**config.mk**
```make
export PLATFORM = sky130hd
export DESIGN_NAME = mult_delay_pipe
export DESIGN_NICKNAME = d
export VERILOG_FILES = /design/src/rtl/mult_delay_pipe_pkg.sv /design/src/rtl/mult_delay_pipe_bypass_lookup.sv /design/src/rtl/mult_delay_pipe.sv
export SDC_FILE = /design/constraint.sdc
export NUM_CORES = 1
export LEC_CHECK = 0
export ABC_AREA = 1
export CAP_MARGIN = 20
export CORE_ASPECT_RATIO = 0.75
export CORE_UTILIZATION = 50
export CTS_CLUSTER_DIAMETER = 100
export DETAILED_ROUTE_END_ITERATION = 10
export DONT_BUFFER_PORTS = 1
export MAX_ROUTING_LAYER = met4
export SLEW_MARGIN = 40
export SYNTH_ARGS = -nofsm -noshare
export SYNTH_HDL_FRONTEND = slang
export SYNTH_SLANG_ARGS = --single-unit
```
**constraint.sdc**
```tcl
create_clock -name clk_i -period 2.45 [get_ports clk_i]
set_input_delay 0.3675 -clock clk_i [delete_from_list [all_inputs] [get_ports clk_i]]
set_output_delay 0.3675 -clock clk_i [all_outputs]
set_load 0.005 [all_outputs]
```
**src/rtl/mult_delay_pipe_pkg.sv**
```systemverilog
// Shared types and constants for the multiply writeback delay pipeline.
// The stage-entry struct is shared with the other fixed-width pipeline latches.
package mult_delay_pipe_pkg;

    localparam int unsigned DATA_W = 32;
    localparam int unsigned ADDR_W = 5;

    localparam logic [ADDR_W-1:0] REG_ZERO = '0;

    typedef struct packed {
        logic              valid;
        logic              wr_en;
        logic [ADDR_W-1:0] addr;
        logic [DATA_W-1:0] data;
        logic [DATA_W-1:0] instr;
        logic [DATA_W-1:0] pc;
    } stage_entry_t;

endpackage

```
**src/rtl/mult_delay_pipe_bypass_lookup.sv**
```systemverilog
// Youngest-producer search over the delay stages for one bypass query port.
// Index 0 is stage 1 (youngest); a match not yet ready reports pending instead of data.
module mult_delay_pipe_bypass_lookup #(
    parameter int unsigned NUM_STAGES  = 5,
    parameter int unsigned READY_STAGE = 5,
    parameter int unsigned DATA_W      = 32,
    parameter int unsigned ADDR_W      = 5
) (
    input  logic [NUM_STAGES-1:0]             stage_valid_i,
    input  logic [NUM_STAGES-1:0]             stage_wr_en_i,
    input  logic [NUM_STAGES-1:0][ADDR_W-1:0] stage_addr_i,
    input  logic [NUM_STAGES-1:0][DATA_W-1:0] stage_data_i,
    input  logic [ADDR_W-1:0]                 query_i,
    output logic                              hit_o,
    output logic [DATA_W-1:0]                 data_o,
    output logic                              pending_o
);

    import mult_delay_pipe_pkg::*;

    logic              found;
    logic              win_ready;
    logic [DATA_W-1:0] win_data;
    logic              query_nz;

    assign query_nz = (query_i != ADDR_W'(REG_ZERO));

    // Walk oldest to youngest so the last match seen is the youngest producer.
    always_comb begin
        found     = 1'b0;
        win_ready = 1'b0;
        win_data  = '0;
        for (int i = int'(NUM_STAGES) - 1; i >= 0; i--) begin
            if (stage_valid_i[i] && stage_wr_en_i[i] && query_nz &&
                (stage_addr_i[i] == query_i)) begin
                found     = 1'b1;
                win_ready = ((i + 1) >= int'(READY_STAGE));
                win_data  = stage_data_i[i];
            end
        end
    end

    always_comb begin
        hit_o     = found & win_ready;
        pending_o = found & ~win_ready;
        data_o    = hit_o ? win_data : '0;
    end

endmodule

```
**src/rtl/mult_delay_pipe.sv**
```systemverilog
// Parametrised multiply-result delay pipeline to writeback, with stall, flush
// and a two-port bypass lookup over the in-flight entries.
module mult_delay_pipe #(
    parameter int unsigned NUM_STAGES  = 5,
    parameter int unsigned READY_STAGE = 5,
    parameter int unsigned DATA_W      = mult_delay_pipe_pkg::DATA_W,
    parameter int unsigned ADDR_W      = mult_delay_pipe_pkg::ADDR_W
) (
    input  logic                             clk_i,
    input  logic                             rsn_i,
    input  logic                             in_valid_i,
    input  logic [DATA_W-1:0]                in_data_i,
    input  logic [ADDR_W-1:0]                in_addr_i,
    input  logic                             in_wr_en_i,
    input  logic [DATA_W-1:0]                in_instr_i,
    input  logic [DATA_W-1:0]                in_pc_i,
    input  logic                             stall_i,
    input  logic                             flush_i,
    input  logic [ADDR_W-1:0]                query_a_addr_i,
    input  logic [ADDR_W-1:0]                query_b_addr_i,
    output logic                             out_valid_o,
    output logic                             out_wr_en_o,
    output logic [DATA_W-1:0]                out_data_o,
    output logic [ADDR_W-1:0]                out_addr_o,
    output logic [DATA_W-1:0]                out_instr_o,
    output logic [DATA_W-1:0]                out_pc_o,
    output logic                             hit_a_o,
    output logic [DATA_W-1:0]                data_a_o,
    output logic                             pending_a_o,
    output logic                             hit_b_o,
    output logic [DATA_W-1:0]                data_b_o,
    output logic                             pending_b_o,
    output logic [$clog2(NUM_STAGES+1)-1:0]  count_o,
    output logic                             busy_o
);

    localparam int unsigned CNT_W = $clog2(NUM_STAGES + 1);
    localparam int unsigned LAST  = NUM_STAGES - 1;

    // Index 0 holds stage 1, index LAST holds the writeback stage.
    logic [NUM_STAGES-1:0]             valid_q, valid_d;
    logic [NUM_STAGES-1:0]             wr_en_q, wr_en_d;
    logic [NUM_STAGES-1:0][ADDR_W-1:0] addr_q,  addr_d;
    logic [NUM_STAGES-1:0][DATA_W-1:0] data_q,  data_d;
    logic [NUM_STAGES-1:0][DATA_W-1:0] instr_q, instr_d;
    logic [NUM_STAGES-1:0][DATA_W-1:0] pc_q,    pc_d;

    logic [CNT_W-1:0] cnt;

    // Flush only kills valid bits; payload fields are left stale on purpose.
    always_comb begin
        valid_d = valid_q;
        wr_en_d = wr_en_q;
        addr_d  = addr_q;
        data_d  = data_q;
        instr_d = instr_q;
        pc_d    = pc_q;
        if (flush_i) begin
            valid_d = '0;
        end else if (!stall_i) begin
            valid_d = {valid_q[NUM_STAGES-2:0], in_valid_i};
            wr_en_d = {wr_en_q[NUM_STAGES-2:0], in_wr_en_i};
            addr_d  = {addr_q[NUM_STAGES-2:0],  in_addr_i};
            data_d  = {data_q[NUM_STAGES-2:0],  in_data_i};
            instr_d = {instr_q[NUM_STAGES-2:0], in_instr_i};
            pc_d    = {pc_q[NUM_STAGES-2:0],    in_pc_i};
        end
    end

    always_ff @(posedge clk_i or negedge rsn_i) begin
        if (!rsn_i) begin
            valid_q <= '0;
            wr_en_q <= '0;
            addr_q  <= '0;
            data_q  <= '0;
            instr_q <= '0;
            pc_q    <= '0;
        end else begin
            valid_q <= valid_d;
            wr_en_q <= wr_en_d;
            addr_q  <= addr_d;
            data_q  <= data_d;
            instr_q <= instr_d;
            pc_q    <= pc_d;
        end
    end

    // Gating the strobe with stall/flush yields one write per entry however long it is held.
    always_comb begin
        out_valid_o = valid_q[LAST];
        out_wr_en_o = valid_q[LAST] & wr_en_q[LAST] & ~stall_i & ~flush_i;
        out_data_o  = data_q[LAST];
        out_addr_o  = addr_q[LAST];
        out_instr_o = instr_q[LAST];
        out_pc_o    = pc_q[LAST];
    end

    always_comb begin
        cnt = '0;
        for (int i = 0; i < int'(NUM_STAGES); i++) begin
            cnt = cnt + CNT_W'(valid_q[i]);
        end
    end

    assign count_o = cnt;
    assign busy_o  = (cnt != '0);

    mult_delay_pipe_bypass_lookup #(
        .NUM_STAGES  (NUM_STAGES),
        .READY_STAGE (READY_STAGE),
        .DATA_W      (DATA_W),
        .ADDR_W      (ADDR_W)
    ) u_bypass_a (
        .stage_valid_i (valid_q),
        .stage_wr_en_i (wr_en_q),
        .stage_addr_i  (addr_q),
        .stage_data_i  (data_q),
        .query_i       (query_a_addr_i),
        .hit_o         (hit_a_o),
        .data_o        (data_a_o),
        .pending_o     (pending_a_o)
    );

    mult_delay_pipe_bypass_lookup #(
        .NUM_STAGES  (NUM_STAGES),
        .READY_STAGE (READY_STAGE),
        .DATA_W      (DATA_W),
        .ADDR_W      (ADDR_W)
    ) u_bypass_b (
        .stage_valid_i (valid_q),
        .stage_wr_en_i (wr_en_q),
        .stage_addr_i  (addr_q),
        .stage_data_i  (data_q),
        .query_i       (query_b_addr_i),
        .hit_o         (hit_b_o),
        .data_o        (data_b_o),
        .pending_o     (pending_b_o)
    );

endmodule

```
== Word-level counts from Yosys, hierarchy flattened ==
Index checks and enable logic that the tools add are counted.
W data, S select, Z words.

* Bits in writable memories: 0
* Bits in latches: 0
* Input port bits: 117
* Memories: 0
* ROM bits: 0
* Logic and storage cells: 109
* Register bits after elaboration: 515

* Reduce and logical (&&, ||, !) cells: 29
* Mux-type cells: 32
* Div/mod/pow operators: 0
* Magnitude comparators: 0
* Bitwise logic cells: 11
* $add $sub $neg: 4
* Equality and inequality tests: 11
* $mul: 0
* Shift operators: 0

{| class="wikitable"
|+ Operators by type and width
! cell !! number
|-
| $mux W32 || 12
|-
| $eq A5 B5 Y1 || 10
|-
| $logic_and A1 B1 Y1 || 25
|-
| $mux W1 || 18
|-
| $mux W5 || 2
|-
| $reduce_bool A5 Y1 || 2
|-
| $and A1 B1 Y1 || 7
|-
| $add A3 B1 Y3 || 2
|-
| $not A1 Y1 || 4
|-
| $add A2 B1 Y3 || 1
|-
| $reduce_bool A3 Y1 || 1
|-
| $add A1 B1 Y2 || 1
|-
| $ne A2 B1 Y1 const B || 1
|-
| $reduce_and A2 Y1 || 1
|}

== Logic depth before layout (Yosys ltp) ==
Gate-level depths: netlist of run 1.

* Depth in word-level cells: 10
* Depth in mapped cells: 13
* Gate-level depth less buffers: 12

== By module ==
From an unflattened synthesis of run 1, not the netlist that was laid out.

* Cell total of the unflattened synthesis: 3458
* Area, all modules: 26340.3 um^2

{| class="wikitable"
|+ By module, submodules not included
! module !! instances !! area an instance (um^2) !! cells each
|-
| mult_delay_pipe || 1 || 21180.3 || 2342
|-
| mult_delay_pipe_bypass_lookup || 2 || 2580.0 || 558
|}

== Worst setup path after synthesis of run 1 ==
No wires, ideal clock.

* Path kind: flip-flop to output port
* Start: register valid_q[0]
* End: output port busy_o
* Data arrival time: 1.943 ns
* Stages on the path, launching flop included: 5
* Path slack: 0.140 ns
* Data required time: 2.082 ns
* Buffers on the path: 0
* Cells stage by stage: dfrtp_1 > fa_1 > fa_1 > ha_1 > or3_1

* Longest elaborated chain between the ends: 5

{| class="wikitable"
|+ RTL lines
! item !! line !! RTL
|-
| from (decl) || mult_delay_pipe.sv:41 || <nowiki>logic [NUM_STAGES-1:0] valid_q, valid_d;</nowiki>
|-
| from (signal assigned) || mult_delay_pipe.sv:79 || <nowiki>valid_q <= valid_d;</nowiki>
|-
| $add A1 B1 Y2 || mult_delay_pipe.sv:101 || <nowiki>cnt = cnt + CNT_W'(valid_q[i]);</nowiki>
|-
| $add A2 B1 Y3 || mult_delay_pipe.sv:101 ||
|-
| $add A3 B1 Y3 (2 in a row) || mult_delay_pipe.sv:101 ||
|-
| net count_o[1] || mult_delay_pipe.sv:33 || <nowiki>output logic [$clog2(NUM_STAGES+1)-1:0] count_o,</nowiki>
|-
| $reduce_bool A3 Y1 || mult_delay_pipe.sv:106 || <nowiki>assign busy_o = (cnt != '0);</nowiki>
|-
| to (decl) || mult_delay_pipe.sv:34 || <nowiki>output logic busy_o</nowiki>
|}

The timed path passes the listed nets, and every way through them passes these cells.

== Worst setup path after layout of run 1 ==
* Start: register valid_q[0]
* End: output port busy_o

* Longest elaborated chain between the ends: 5

{| class="wikitable"
|+ RTL lines
! item !! line
|-
| $add A1 B1 Y2 || mult_delay_pipe.sv:101
|-
| $add A2 B1 Y3 || mult_delay_pipe.sv:101
|-
| $add A3 B1 Y3 (2 in a row) || mult_delay_pipe.sv:101
|-
| $reduce_bool A3 Y1 || mult_delay_pipe.sv:106
|}

Every way passes these cells.

==> results of run 1 <==
==> flip-flops by register name (all words and copies together) (netlist names) <==
name / count
data_q: 128
instr_q: 128
pc_q: 128
out_data_o: 32
out_instr_o: 32
out_pc_o: 32
addr_q: 20
out_addr_o: 5
valid_q: 5
wr_en_q: 5
==> metal layers <==
metal	GRT usage, %	vias up
li1	-	10040
met4	7.890	0
met1	41.81	10110
met2	40.16	874
met5	-	-
met3	5.842	167
==> power by group <==
group	internal [mW]	total [mW]	switching, mW
combinational	1.11	2.94	1.83
sequential	9.94	11.1	1.19
clock	4.88	8.37	3.49
==> worst paths after layout <==
check / start / to / slack (ns)
setup / recovery: valid_q[0] / busy_o / -0.41
hold / removal: in_data_i[31] / data_q[31] / 0.05
setup reg to reg: valid_q[4] / valid_q[4] / 1.02
hold reg to reg: pc_q[34] / pc_q[66] / 0.47
max in group asynchronous: rsn_i / instr_q[87] / 0.22
min in group asynchronous: rsn_i / data_q[26] / 0.41
==> cell usage in the layout, fill, tap and decap left out, drive strengths merged, types with 5 or more instances in the layout <==
master	synthesis	layout
a21oi	73	73
buf	209	162
bufinv	0	5
clkbuf	78	92
clkinv	0	8
dfrtp	515	515
dlygate4sd3	0	105
inv	305	307
nand2	1643	1643
nand3	204	204
nand4	5	5
nor2	32	32
o21ai	195	195
o22ai	7	7
==> repair_timing <==
action	4_1_cts	5_1_grt
pin swaps	59	95
hold buffers	104	3
hold endpoints to repair	621	276
buffers inserted	25	42
setup endpoints to repair	71	72
gates resized for setup	154	221
gates cloned	8	21
==> cell families after synthesis <==
| family | synth area share, % |
|---|---|
| AOI/OAI and AO/OA | 6.188 |
| xor gates and xnor gates | 0.1768 |
| adders and majority gates | 0.2122 |
| buffers and inverters | 11.17 |
| DFF | 52.03 |
| and+or+nand+nor | 30.22 |
==> metrics by stage <==
| stage | instances | hold WS [ns] |
|---|---|---|
| final | 4022 | 0.04894 |
| after global routing | 4021 | 0.05062 |
| after CTS | 3951 | -0.5676 |
| after detailed placement | 3723 | 0.08719 |
| after global placement | 3723 | 0.08242 |
| after floorplan | 3284 | 0.07191 |
==> layout make-up <==
class | count | area [um^2]
inverters | 305 | 1155
well taps | 648 | 810.8
clock buffers | 77 | 1536
multi-input cells | 2177 | 10280
diodes | 3 | 7.507
flip-flops and latches | 515 | 12890
fillers | 4194 | 18150
clock inverters | 15 | 237.7
repair buffers | 282 | 3722
==> results.py, run 1 <==
metrics = {
    "status": {
        "outcome": "finished, violations left",
        "violations": "setup timing",
    },
    "die": {
        "core_area_mm2": 0.04878,
        "rows": 70,
        "initial_core_util_pct": 50.77,
        "dieArea_mm2": 0.05044,
        "ios": 292,
        "die_w_um": 259.0,
        "die_y_um": 194.8,
    },
    "clock_tree": {
        "clk_latency_ns": 0.60,
        "cts-buffers-inserted": 52,
        "cts_tree": "yes",
        "ctsLongestPathBuffers": 3,
        "path_clk_slew_ns": 0.07,
        "cts_root_buf": "clkbuf_16",
        "cts_sinks": 515,
        "cts_max_level": 2,
    },
    "drt": {
        "drt_first_pass_iters": 5,
        "post_drt_via_cell_ratio": 5.268,
        "met2_length_mm": 31.29,
        "wl_met1_mm": 33.78,
        "route.detailed.drc": 0,
        "routed_wl_mm": 74.01,
        "wl_per_cell_um": 18.40,
        "final_antenna_net_count": 0,
        "top_layer": "met4",
        "met3WireLength_mm": 6.933,
        "via_count": 21190,
        "first_iter_violations": 2097,
    },
    "finish": {
        "drive_gt1_share_pct": 15.84,
        "final_util_pct": 62.80,
        "area_growth_pct": 23.68,
        "nets": 3453,
        "fin_area_mm2": 0.03064,
    },
    "global_route": {
        "grt_overflow": 0,
        "antenna_found_initial": 2,
        "grt_max_degree": 516,
        "grt_first_pass_wirelength_mm": 111.4,
        "grt_usage_pct": 28.62,
        "first_global_vias": 20070,
    },
    "critical_path": {
        "crit_family": "adder cells",
        "crit_path_max_fanout": 3,
        "critPathMaxStageDelay_ns": 0.51,
        "cp_num_buf_inv": 0,
        "cp.arrival_ns": 2.49,
        "rr_worst_depth": 4,
        "cp-end-kind": "primary output",
        "worstPathRequired_ns": 2.08,
        "crit_path_cell_trace": "fa_1 > fa_2 > ha_4 > or3_4",
        "crit_slowest_cell": "fa_1",
        "path_class": "flip-flop to primary output",
        "start_kind": "flip-flop",
        "path_depth": 4,
    },
    "sta": {
        "maxSlewViolCount": 0,
        "rsz0062_at_grt": "true",
        "skew_ns": 0.009499,
        "setup-tns-final_ns": -22.31,
        "relSlewSlack_pct": 54.06,
        "setup_viol": 69,
        "min_period_over_period_pct": 116.6,
        "min_period_ns": 2.857,
        "fin_ws_ns": -0.4067,
        "hold_violations": 0,
        "fmax_mhz": 350.1,
        "tightest_slew_ns": 0.6891,
    },
    "synth": {
        "netlist_instances": 3284,
        "syn_nets": 3404,
        "syn_avg_cell_area_um2": 7.543,
        "yosys.area.top_type": "dfrtp_1",
        "ys_seq_elements": 515,
        "synth_common_cells": "1637 x nand2_1, 515 x dfrtp_1, 293 x inv_1, 202 x nand3_1, 194 x o21ai_0",
        "synth_area_leaders": "dfrtp_1 52%, nand2_1 25%, inv_1 4.4%",
        "syn_area_mm2": 0.02477,
        "synth_edf_count": 0,
        "synth_cell_types": 34,
        "async_flop_share_pct": 100.0,
        "synth_most_common_cell": "nand2_1",
        "ys_seq_area_share_pct": 52.03,
        "synth-main-ff-cell": "dfrtp_1",
        "yosys.area.top_type_share_pct": 52.03,
        "ys_warn_count": 0,
    },
    "power_and_ir_drop": {
        "irDropWorstVdd_mv": 0.5375,
        "power_mw": 22.43,
        "powerDensity_mw_per_mm2": 732.2,
        "leakage_nw": 15.58,
    },
    "placed_design": {
        "dp_slack_ns": 0.09349,
        "place.gp.congestion": 0.9319,
        "placed_cell_area_mm2": 0.02489,
        "io_buffers": 0,
        "dpl.hpwl_mm": 42.67,
    },
    "job": {
        "cap_violations": 0,
    },
    "hold_path": {
        "worstHoldPathType": "input port to flip-flop",
        "hold_path_depth": 2,
    },
}
No activity file was read; power rests on OpenSTA's default activity.
==> run 2: changes to the inputs <==
- SYNTH_HIERARCHICAL: not set -> 1
==> results.py, run 2 <==
metrics = {
    "status": {
        "outcome": "finished, violations left",
        "violations": "hold timing, setup timing",
    },
    "global_route": {
        "grt_usage_pct": 31.07,
        "first_global_vias": 23720,
        "grt_first_pass_wirelength_mm": 129.8,
        "grt_overflow": 0,
        "antenna_found_initial": 8,
        "grt_max_degree": 516,
    },
    "drt": {
        "route.detailed.drc": 0,
        "drt_first_pass_iters": 6,
        "via_count": 24180,
        "final_antenna_net_count": 0,
        "wl_per_cell_um": 18.43,
        "first_iter_violations": 2622,
        "post_drt_via_cell_ratio": 5.418,
        "routed_wl_mm": 82.24,
    },
    "synth": {
        "synth_common_cells": "1362 x nand2_1, 616 x o21ai_0, 515 x dfrtp_1, 298 x inv_1, 143 x nand3_1",
        "ys_warn_count": 6,
        "synth_edf_count": 0,
        "synth_most_common_cell": "nand2_1",
        "async_flop_share_pct": 100.0,
        "synth_area_leaders": "dfrtp_1 49%, nand2_1 19%, o21ai_0 12%",
        "yosys.area.top_type": "dfrtp_1",
        "ys_seq_elements": 515,
        "netlist_instances": 3458,
        "yosys.area.top_type_share_pct": 48.93,
        "synth-main-ff-cell": "dfrtp_1",
        "syn_avg_cell_area_um2": 7.617,
        "syn_nets": 3578,
        "syn_area_mm2": 0.02634,
        "synth_cell_types": 30,
        "ys_seq_area_share_pct": 48.93,
    },
    "finish": {
        "fillCellCount": 4454,
        "regArea_mm2": 0.01292,
        "area_growth_pct": 27.58,
        "stdcell_count": 4462,
        "final_util_pct": 64.87,
        "fin_area_mm2": 0.03360,
        "final_cell_mix": "1302 x nand2_1, 614 x o21ai_0, 492 x dfrtp_1",
        "multi_input_area_mm2": 0.01082,
        "drive_gt1_share_pct": 10.40,
        "mostFrequentLayoutCell": "nand2_1",
        "reg.largest.list": "data_q x128, instr_q x128, pc_q x128",
        "nets": 3834,
    },
    "critical_path": {
        "rr_endpoint": "addr_q[3]",
        "crit_path_max_fanout": 8,
        "reg2reg_from": "addr_q[3]",
        "cp-end-kind": "primary output",
        "start_kind": "flip-flop",
        "rr_worst_depth": 4,
        "cp.arrival_ns": 2.42,
        "path_class": "flip-flop to primary output",
        "worstPathRequired_ns": 2.08,
        "r2r_slack_ns": 0.63,
    },
    "sta": {
        "relSlewSlack_pct": 45.10,
        "maxSlewViolCount": 0,
        "min_period_over_period_pct": 113.9,
        "hold_violations": 158,
        "setup_viol": 70,
        "skew_ns": 0.01605,
        "fmax_mhz": 358.3,
        "fin_ws_ns": -0.3410,
        "tightest_slew_ns": 0.8235,
        "hold-worst-slack_ns": -0.5453,
        "setup-tns-final_ns": -19.91,
        "rsz0062_at_grt": "true",
        "min_period_ns": 2.791,
    },
    "clock_tree": {
        "cts_sinks": 515,
        "clk_latency_ns": 0.61,
        "ctsLongestPathBuffers": 3,
        "path_clk_slew_ns": 0.06,
        "ctsHoldBuffers": 462,
        "cts_root_buf": "clkbuf_16",
        "cts_tree": "yes",
        "cts_max_level": 2,
        "cts-buffers-inserted": 51,
    },
    "power_and_ir_drop": {
        "p_comb_share_pct": 16.2,
        "swShare_pct": 28.07,
        "p_sw_mw": 6.569,
        "pwr-share-clk_pct": 35.7,
        "irDropWorstVdd_mv": 0.6108,
        "leakage_nw": 15.95,
        "internal-power_mw": 16.84,
        "powerDensity_mw_per_mm2": 696.5,
        "seqPwrFrac_pct": 48.1,
    },
    "die": {
        "ios": 292,
        "die_y_um": 200.8,
        "initial_core_util_pct": 50.85,
        "dieArea_mm2": 0.05361,
        "rows": 72,
        "core_area_mm2": 0.05180,
        "die_w_um": 267.0,
    },
    "hold_path": {
        "worstHoldPathType": "input port to asynchronous set/reset pin",
    },
    "placed_design": {
        "dp.cells": 3863,
        "dpl.hpwl_mm": 41.53,
        "io_buffers": 0,
        "place.gp.congestion": 0.9027,
        "placed_cell_area_mm2": 0.02565,
    },
    "job": {
        "cap_violations": 0,
    },
}
## run 2: routing by layer
layer	part of all wire, %	vias to the layer above	track usage [%]	wire (um)
li1	-	11310	-	-
met1	44	11770	42.99	36260
met2	44	928	46.00	36180
met3	9.2	176	5.815	7546
met4	2.7	0	10.24	2254
met5	0	-	-	0
## run 2: cells by family (layout without fill, tap and decap cells)
| family | Yosys count | in the layout | share of synthesized area, % |
|---|---|---|---|
| AO/OA/AOI/OAI | 710 | 710 | 14.33 |
| XOR/XNOR | 2 | 2 | 0.06651 |
| other | 0 | 8 | 0 |
| AND/OR/NAND/NOR | 1584 | 1584 | 23.98 |
| flip-flops | 515 | 515 | 48.93 |
| buffers and inverters | 644 | 937 | 12.50 |
| adder cells (fa/ha/maj) | 3 | 3 | 0.1995 |
## run 2: cell type report
| type | count | share of cell area [%] |
|---|---|---|
| clock buffers | 75 | 4.606 |
| inverters | 310 | 3.492 |
| diodes | 8 | 0.05957 |
| clock inverters | 15 | 0.7149 |
| multi-input cells | 2299 | 32.19 |
| flip-flops and latches | 515 | 38.44 |
| repair buffers | 537 | 17.88 |
| well taps | 703 | 2.617 |
## run 2: worst max path at each step
stage                              from      endpoint  slack [ns]  depth (start not counted)
final                     out_addr_o[4]   data_b_o[6]       -0.34                         10
after global routing      out_addr_o[0]  data_a_o[14]       -0.43                         12
after CTS                    valid_q[1]        busy_o       -0.27                          5
after detailed placement  out_addr_o[0]   data_a_o[2]        0.21                         10
after global placement    out_addr_o[0]   data_a_o[1]        0.22                          9
after floorplan              valid_q[0]        busy_o        0.35                          5
## run 2: stage by stage
stage	setup slack, ns	total power, mW
5_1_grt	-0.4334	24.61
3_3_place_gp	0.2217	13.18
2_1_floorplan	0.3516	13.08
3_5_place_dp	0.2081	13.30
4_1_cts	-0.2654	23.18
6_report	-0.3410	23.41
## run 2: worst max-delay path, stage by stage (launching register included)
cell and delay, ns:
dfrtp_1 0.41, inv_1 0.07, nand2_1 0.07, nand2_1 0.09, nor2_1 0.14, nand2_2 0.08
nor2_4 0.16, and2_4 0.17, nand3_4 0.22, buf_12 0.25, a21oi_4 0.15
## run 2: power by group through the flow
stage	Combinational, mW	Sequential (mW)	Clock [mW]
final	3.79	11.3	8.36
after CTS	3.42	11.2	8.54
after floorplan	2.31	10.8	0
after global placement	1.87	11.3	0
after detailed placement	1.94	11.4	0
after global routing	4.28	11.4	8.88
## run 2: repair_timing
item                                     CTS  global route
endpoints found under the setup margin    72            72
gates cloned                               9             8
pin swaps                                  7            58
hold endpoints to repair                1030           158
resized for setup                        100           107
buffers inserted                          15             5
